--- src/rtl/vector_mul_seq_param.sv ---
// vector_mul_seq_param: sequences an L-term polynomial inner product on the shared multiplier
// and streams the accumulated result back to memory; read bases advance by stride accumulation.
module vector_mul_seq_param #(
    parameter int L                 = 3,
    parameter int AW                = 9,
    parameter int POLY_WORDS_PACKED = 52,
    parameter int POLY_WORDS_4X     = 64,
    parameter int S_WORDS           = 16,
    parameter int RES_WORDS         = 64
) (
    input  logic          clk,
    input  logic          rst,
    input  logic          start,
    input  logic          pol_load_coeff4x,
    input  logic [AW-1:0] a_base,
    input  logic [AW-1:0] s_base,
    input  logic [AW-1:0] res_base,
    output logic          busy,
    output logic          done,
    output logic          pm_rst,
    output logic          pm_acc_clear,
    input  logic          pm_done,
    input  logic [6:0]    pm_pol_addr,
    input  logic [7:0]    pm_s_addr,
    input  logic          pm_s_load,
    output logic          pm_result_read,
    output logic [AW-1:0] read_address,
    output logic [AW-1:0] write_address,
    output logic          wen
);
    localparam int IW = $clog2(L + 1);
    localparam int CW = $clog2(RES_WORDS + 1);

    typedef enum logic [2:0] {IDLE, LAUNCH, RUN, DRAIN, FLUSH, FIN} state_t;

    state_t        state, state_nx;
    logic          mode_q;
    logic [AW-1:0] a_ptr, s_ptr, res_q;
    logic [IW-1:0] idx;
    logic [CW-1:0] cnt;
    logic          last, drain_end;

    assign last      = idx == IW'(L - 1);
    assign drain_end = cnt == CW'(RES_WORDS - 1);

    always_ff @(posedge clk or negedge rst)
        if (!rst) state <= IDLE;
        else      state <= state_nx;

    always_comb begin
        state_nx       = state;
        busy           = state inside {LAUNCH, RUN, DRAIN, FLUSH};
        done           = state == FIN;
        pm_rst         = state == LAUNCH;
        pm_acc_clear   = state == LAUNCH && idx == '0;
        pm_result_read = state == DRAIN;
        read_address   = state != RUN ? '0 :
                         pm_s_load ? s_ptr + AW'(pm_s_addr) : a_ptr + AW'(pm_pol_addr);
        case (state)
            IDLE:    state_nx = start ? LAUNCH : IDLE;
            LAUNCH:  state_nx = RUN;
            RUN:     state_nx = !pm_done ? RUN : last ? DRAIN : LAUNCH;
            DRAIN:   state_nx = drain_end ? FLUSH : DRAIN;
            FLUSH:   state_nx = FIN;
            default: state_nx = IDLE;
        endcase
    end

    always_ff @(posedge clk or negedge rst)
        if (!rst) begin
            mode_q        <= 1'b0;
            a_ptr         <= '0;
            s_ptr         <= '0;
            res_q         <= '0;
            idx           <= '0;
            cnt           <= '0;
            wen           <= 1'b0;
            write_address <= '0;
        end else begin
            if (state == IDLE && start) begin
                mode_q <= pol_load_coeff4x;
                a_ptr  <= a_base;
                s_ptr  <= s_base;
                res_q  <= res_base;
                idx    <= '0;
            end
            if (state == RUN && pm_done && !last) begin
                idx   <= idx + IW'(1);
                a_ptr <= a_ptr + (mode_q ? AW'(POLY_WORDS_4X) : AW'(POLY_WORDS_PACKED));
                s_ptr <= s_ptr + AW'(S_WORDS);
            end
            cnt <= state == DRAIN ? cnt + CW'(1) : '0;
            // result word lags its strobe by one cycle, so the write trails DRAIN by one
            wen <= state == DRAIN;
            if (state == DRAIN) write_address <= res_q + AW'(cnt);
        end
endmodule
--- config.mk ---
export PLATFORM = sky130hd
export DESIGN_NAME = vector_mul_seq_param
export DESIGN_NICKNAME = d
export VERILOG_FILES = /design/src/rtl/vector_mul_seq_param.sv
export SDC_FILE = /design/constraint.sdc
export NUM_CORES = 1
export LEC_CHECK = 0
export CAP_MARGIN = 20
export CORE_MARGIN = 1
export CORE_UTILIZATION = 30
export DETAILED_ROUTE_END_ITERATION = 8
export GPL_ROUTABILITY_DRIVEN = 0
export REMOVE_ABC_BUFFERS = 1
export SYNTH_ARGS = -nofsm -noshare
export SYNTH_HDL_FRONTEND = slang
export SYNTH_SLANG_ARGS = --single-unit
--- constraint.sdc ---
create_clock -name clk -period 2.4 [get_ports clk]
set_input_delay 0.36 -clock clk [delete_from_list [all_inputs] [get_ports clk]]
set_output_delay 0.36 -clock clk [all_outputs]
set_load 0.05 [all_outputs]
==> impl_metrics.yaml <==
outcome:
  outcome: "finished with violations"
  failed_checks: "negative setup slack"
clocking:
  clk_latency_ns: 0.31
  cts_root_buf: "sky130_fd_sc_hd__clkbuf_8"
  clock_path_buffers: 2
  cts_num_sinks: 50
  clock_tree_from_tritoncts: "done"
  cts.clk_slew.worst_paths_ns: 0.11
  cts-buffers-inserted: 5
  h-tree-depth: 2
routing:
  detail_route.drc_violations: 0
  firstDrtPassIters: 4
  vias_per_cell: 4.904
  wl_per_cell_um: 14.11
  ant_nets: 0
  via_count: 3080
  finalWirelength_um: 8859
  dr.first_iter.drc_count: 182
worst_setup_path:
  path_max_fanout: 2
  critPathMaxStageDelay_ns: 0.42
  critPathBufInv: 2
  worst_ep_required_time_ns: 2.04
  worstSetupStartpointType: "flop"
  cp-end-kind: "output pin"
  critical_path_class: "flop to output pin"
  worstPathCellList: "ha_4 -> fa_2 -> a21o_1 -> a221oi_4 -> a21oi_2 -> xnor2_1 -> o22ai_1 -> buf_4 -> buf_12"
  cp_top_family: "compound AO/OA/AOI/OAI gates"
  critical_path_arrival_ns: 2.41
  crit_path_top_delay_cell: "sky130_fd_sc_hd__dfrtp_1"
timing:
  setup_slack_after_layout_ns: -0.3704
  relSlewSlack_pct: 61.98
  post-route-min-period_ns: 2.770
  timing_hold_violations_final: 0
  slew_viol_final: 0
  rsz_0062_raised_after_global_routing: "true"
  worstMarginPinSlew_ns: 0.5703
  finClkSkew_ns: 0.01408
  maxClockFrequency_mhz: 361.0
  setup-violations-final: 6
  fin_crit_sh_pct: 115.4
  setup_total_negative_slack_ns: -1.283
yosys:
  synth.top_cells.by_area: "sky130_fd_sc_hd__dfrtp_1, sky130_fd_sc_hd__ha_1, sky130_fd_sc_hd__nand2_1, sky130_fd_sc_hd__o21ai_0, sky130_fd_sc_hd__a21oi_1"
  yosys_warnings: 0
  syn-cell-area_mm2: 0.003339
  post_synth_num_cell_types: 50
  syn_area_per_cell_um2: 8.882
  synth_edf_count: 0
  synth.yosys.seq_area_share_pct: 37.47
  synth_commonest_cells: "sky130_fd_sc_hd__nand2_1, sky130_fd_sc_hd__dfrtp_1, sky130_fd_sc_hd__ha_1"
  post_synthesis_sequential_element_count: 50
  syn-instance-count: 376
  netlist.top_cell.by_area: "sky130_fd_sc_hd__dfrtp_1"
  yosys_most_used_dff: "sky130_fd_sc_hd__dfrtp_1"
  synth_largest_type_area_fraction_pct: 37.47
  post-synth-top-count-cell: "sky130_fd_sc_hd__nand2_1"
  ys_async_sr_fraction_pct: 100.0
placed_design:
  detailed_placer_s_ending_hpwl_um: 6755
  placed_cell_area_mm2: 0.004572
  port-buffer-count: 71
floorplanning:
  start_util_pct: 30.81
  row_count: 38
  die_h_um: 107.5
  top_level_ports: 72
  die_width_um: 107.5
  core_area_mm2: 0.01084
  die_area_mm2: 0.01156
final_layout:
  fin_nets: 569
  layout.cell_area.non_filler_mm2: 0.004957
  layout-area-overhead-vs-synth_pct: 48.44
  post_route_cells_drive_above_1_share_pct: 21.93
  number_of_antenna_cells_inserted: 0
global_routing:
  grt_pass1_vias: 2951
  pin_count_of_the_biggest_net_entering_global_routing: 29
  gr-usage-all-layers_pct: 15.58
  first_pass_grt_wire_length_um: 14350
  grt_antenna_before_repair: 0
  congestion_overflow_gr: 0
pwr:
  power-per-cell-area_mw_per_mm2: 1285
  p_sw_share_pct: 45.49
  share_comb_of_total_power_pct: 67.0
  power.switching_w: 0.002897
  power_frac_seq_pct: 23.2
  power_frac_clock_pct: 9.7
  leakagePower_nw: 2.251
  internal_w: 0.003473
  power_w: 0.006370
  irDropWorstVdd_mv: 0.6425
min_path:
  min-delay-path-class: "input pin to asynchronous set/reset pin"
job:
  timing.max_cap.violations: 0
==> through the flow <==
| step | utilization (%) | hold slack (ns) | setup slack [ns] | instances |
|---|---|---|---|---|
| after floorplan | - | 0.06441 | -0.5473 | 362 |
| after global placement | 42.17 | 0.3795 | -0.6348 | 615 |
| after detailed placement | 42.17 | 0.3945 | -0.6256 | 615 |
| after CTS | 44.40 | 0.05122 | -0.3946 | 624 |
| after global routing | 45.73 | 0.05237 | -0.4944 | 628 |
| final | 45.73 | 0.02914 | -0.3704 | 628 |
==> power groups by stage <==
stage | registers [W] | clock network (W) | logic, W
after detailed placement | 0.00148 | 0 | 0.00386
after global routing | 0.00152 | 0.000692 | 0.00464
final | 0.00148 | 0.000621 | 0.00427
after floorplan | 0.00168 | 0 | 0.00211
after CTS | 0.00147 | 0.000648 | 0.00410
after global placement | 0.00147 | 0 | 0.00381
==> sequential cells by signal (all words and copies together) (netlist names) <==
register / cells
write_address: 9
cnt: 7
wen: 1
mode_q: 1
state: 3
a_ptr: 9
s_ptr: 9
idx: 2
res_q: 9
==> layout make-up <==
cell class              count  area [µm²]
clock inverters             3       43.79
flip-flops and latches     50        1254
clock buffers               5       68.82
inverters                   8       30.03
fillers                  1076        5883
well taps                 140       175.2
multi-input cells         304        2216
repair buffers            118        1170
==> metal layers <==
layer | share of wire (%) | track usage [%] | up-vias
met5 | 0 | 0 | -
met4 | 0.52 | 3.229 | 0
met3 | 2.7 | 1.634 | 2
li1 | - | - | 1557
met2 | 47 | 25.60 | 54
met1 | 49 | 22.01 | 1467
==> layout by cell type (no fill, tap or decap), types with 3 or more instances in the layout <==
| cell | synthesis | final |
|---|---|---|
| sky130_fd_sc_hd__a211oi_1 | 8 | 4 |
| sky130_fd_sc_hd__a211oi_2 | 0 | 3 |
| sky130_fd_sc_hd__a21o_1 | 8 | 8 |
| sky130_fd_sc_hd__a21oi_1 | 17 | 15 |
| sky130_fd_sc_hd__a22oi_1 | 5 | 5 |
| sky130_fd_sc_hd__and3_1 | 5 | 5 |
| sky130_fd_sc_hd__buf_12 | 0 | 10 |
| sky130_fd_sc_hd__buf_4 | 0 | 47 |
| sky130_fd_sc_hd__clkbuf_8 | 0 | 5 |
| sky130_fd_sc_hd__clkdlybuf4s50_1 | 0 | 52 |
| sky130_fd_sc_hd__dfrtp_1 | 50 | 48 |
| sky130_fd_sc_hd__dlygate4sd2_1 | 0 | 5 |
| sky130_fd_sc_hd__ha_1 | 31 | 23 |
| sky130_fd_sc_hd__ha_4 | 0 | 6 |
| sky130_fd_sc_hd__inv_1 | 7 | 7 |
| sky130_fd_sc_hd__mux2i_1 | 4 | 4 |
| sky130_fd_sc_hd__nand2_1 | 86 | 86 |
| sky130_fd_sc_hd__nand2b_1 | 3 | 3 |
| sky130_fd_sc_hd__nand3_1 | 9 | 8 |
| sky130_fd_sc_hd__nand3b_1 | 3 | 3 |
| sky130_fd_sc_hd__nor2_1 | 22 | 18 |
| sky130_fd_sc_hd__nor2_2 | 1 | 5 |
| sky130_fd_sc_hd__nor2b_1 | 5 | 5 |
| sky130_fd_sc_hd__nor3_1 | 9 | 8 |
| sky130_fd_sc_hd__nor3b_1 | 3 | 3 |
| sky130_fd_sc_hd__o211ai_1 | 7 | 7 |
| sky130_fd_sc_hd__o21a_1 | 4 | 4 |
| sky130_fd_sc_hd__o21ai_0 | 18 | 15 |
| sky130_fd_sc_hd__o21bai_1 | 3 | 3 |
| sky130_fd_sc_hd__o31ai_1 | 6 | 5 |
| sky130_fd_sc_hd__xnor2_1 | 9 | 8 |
| sky130_fd_sc_hd__xor2_1 | 7 | 7 |
==> logic make-up after synthesis <==
logic type      share of synthesized area [%]
buf+inv                                 3.222
compound gates                          16.94
fa+ha+maj                               13.41
simple gates                            23.23
xor+xnor                                4.196
flops                                   37.47
mux                                     1.536
==> worst paths after layout <==
path / startpoint / end / slack, ns / depth (start not counted)
worst max-delay path: s_ptr[0]$_DFFE_PN0P_ / read_address[8] / -0.37 / 9
worst min-delay path: rst / wen$_DFF_PN0_ / 0.03 / 1
worst max register to register: res_q[0]$_DFFE_PN0P_ / write_address[8]$_DFFE_PN0P_ / 0.29 / 7
worst min register to register: write_address[7]$_DFFE_PN0P_ / write_address[7]$_DFFE_PN0P_ / 0.49 / 2
max in group asynchronous: rst / a_ptr[3]$_DFFE_PN0P_ / 1.80 / 2
min in group clk: write_address[7]$_DFFE_PN0P_ / write_address[7]$_DFFE_PN0P_ / 0.49 / 2
==> what timing repair did <==
action	CTS	global route
pin swaps	28	18
resized for setup	31	21
setup buffers	1	5
endpoints found under the setup margin	7	8
hold buffers	0	0
Note: power is estimated with default switching activity, not from simulation.
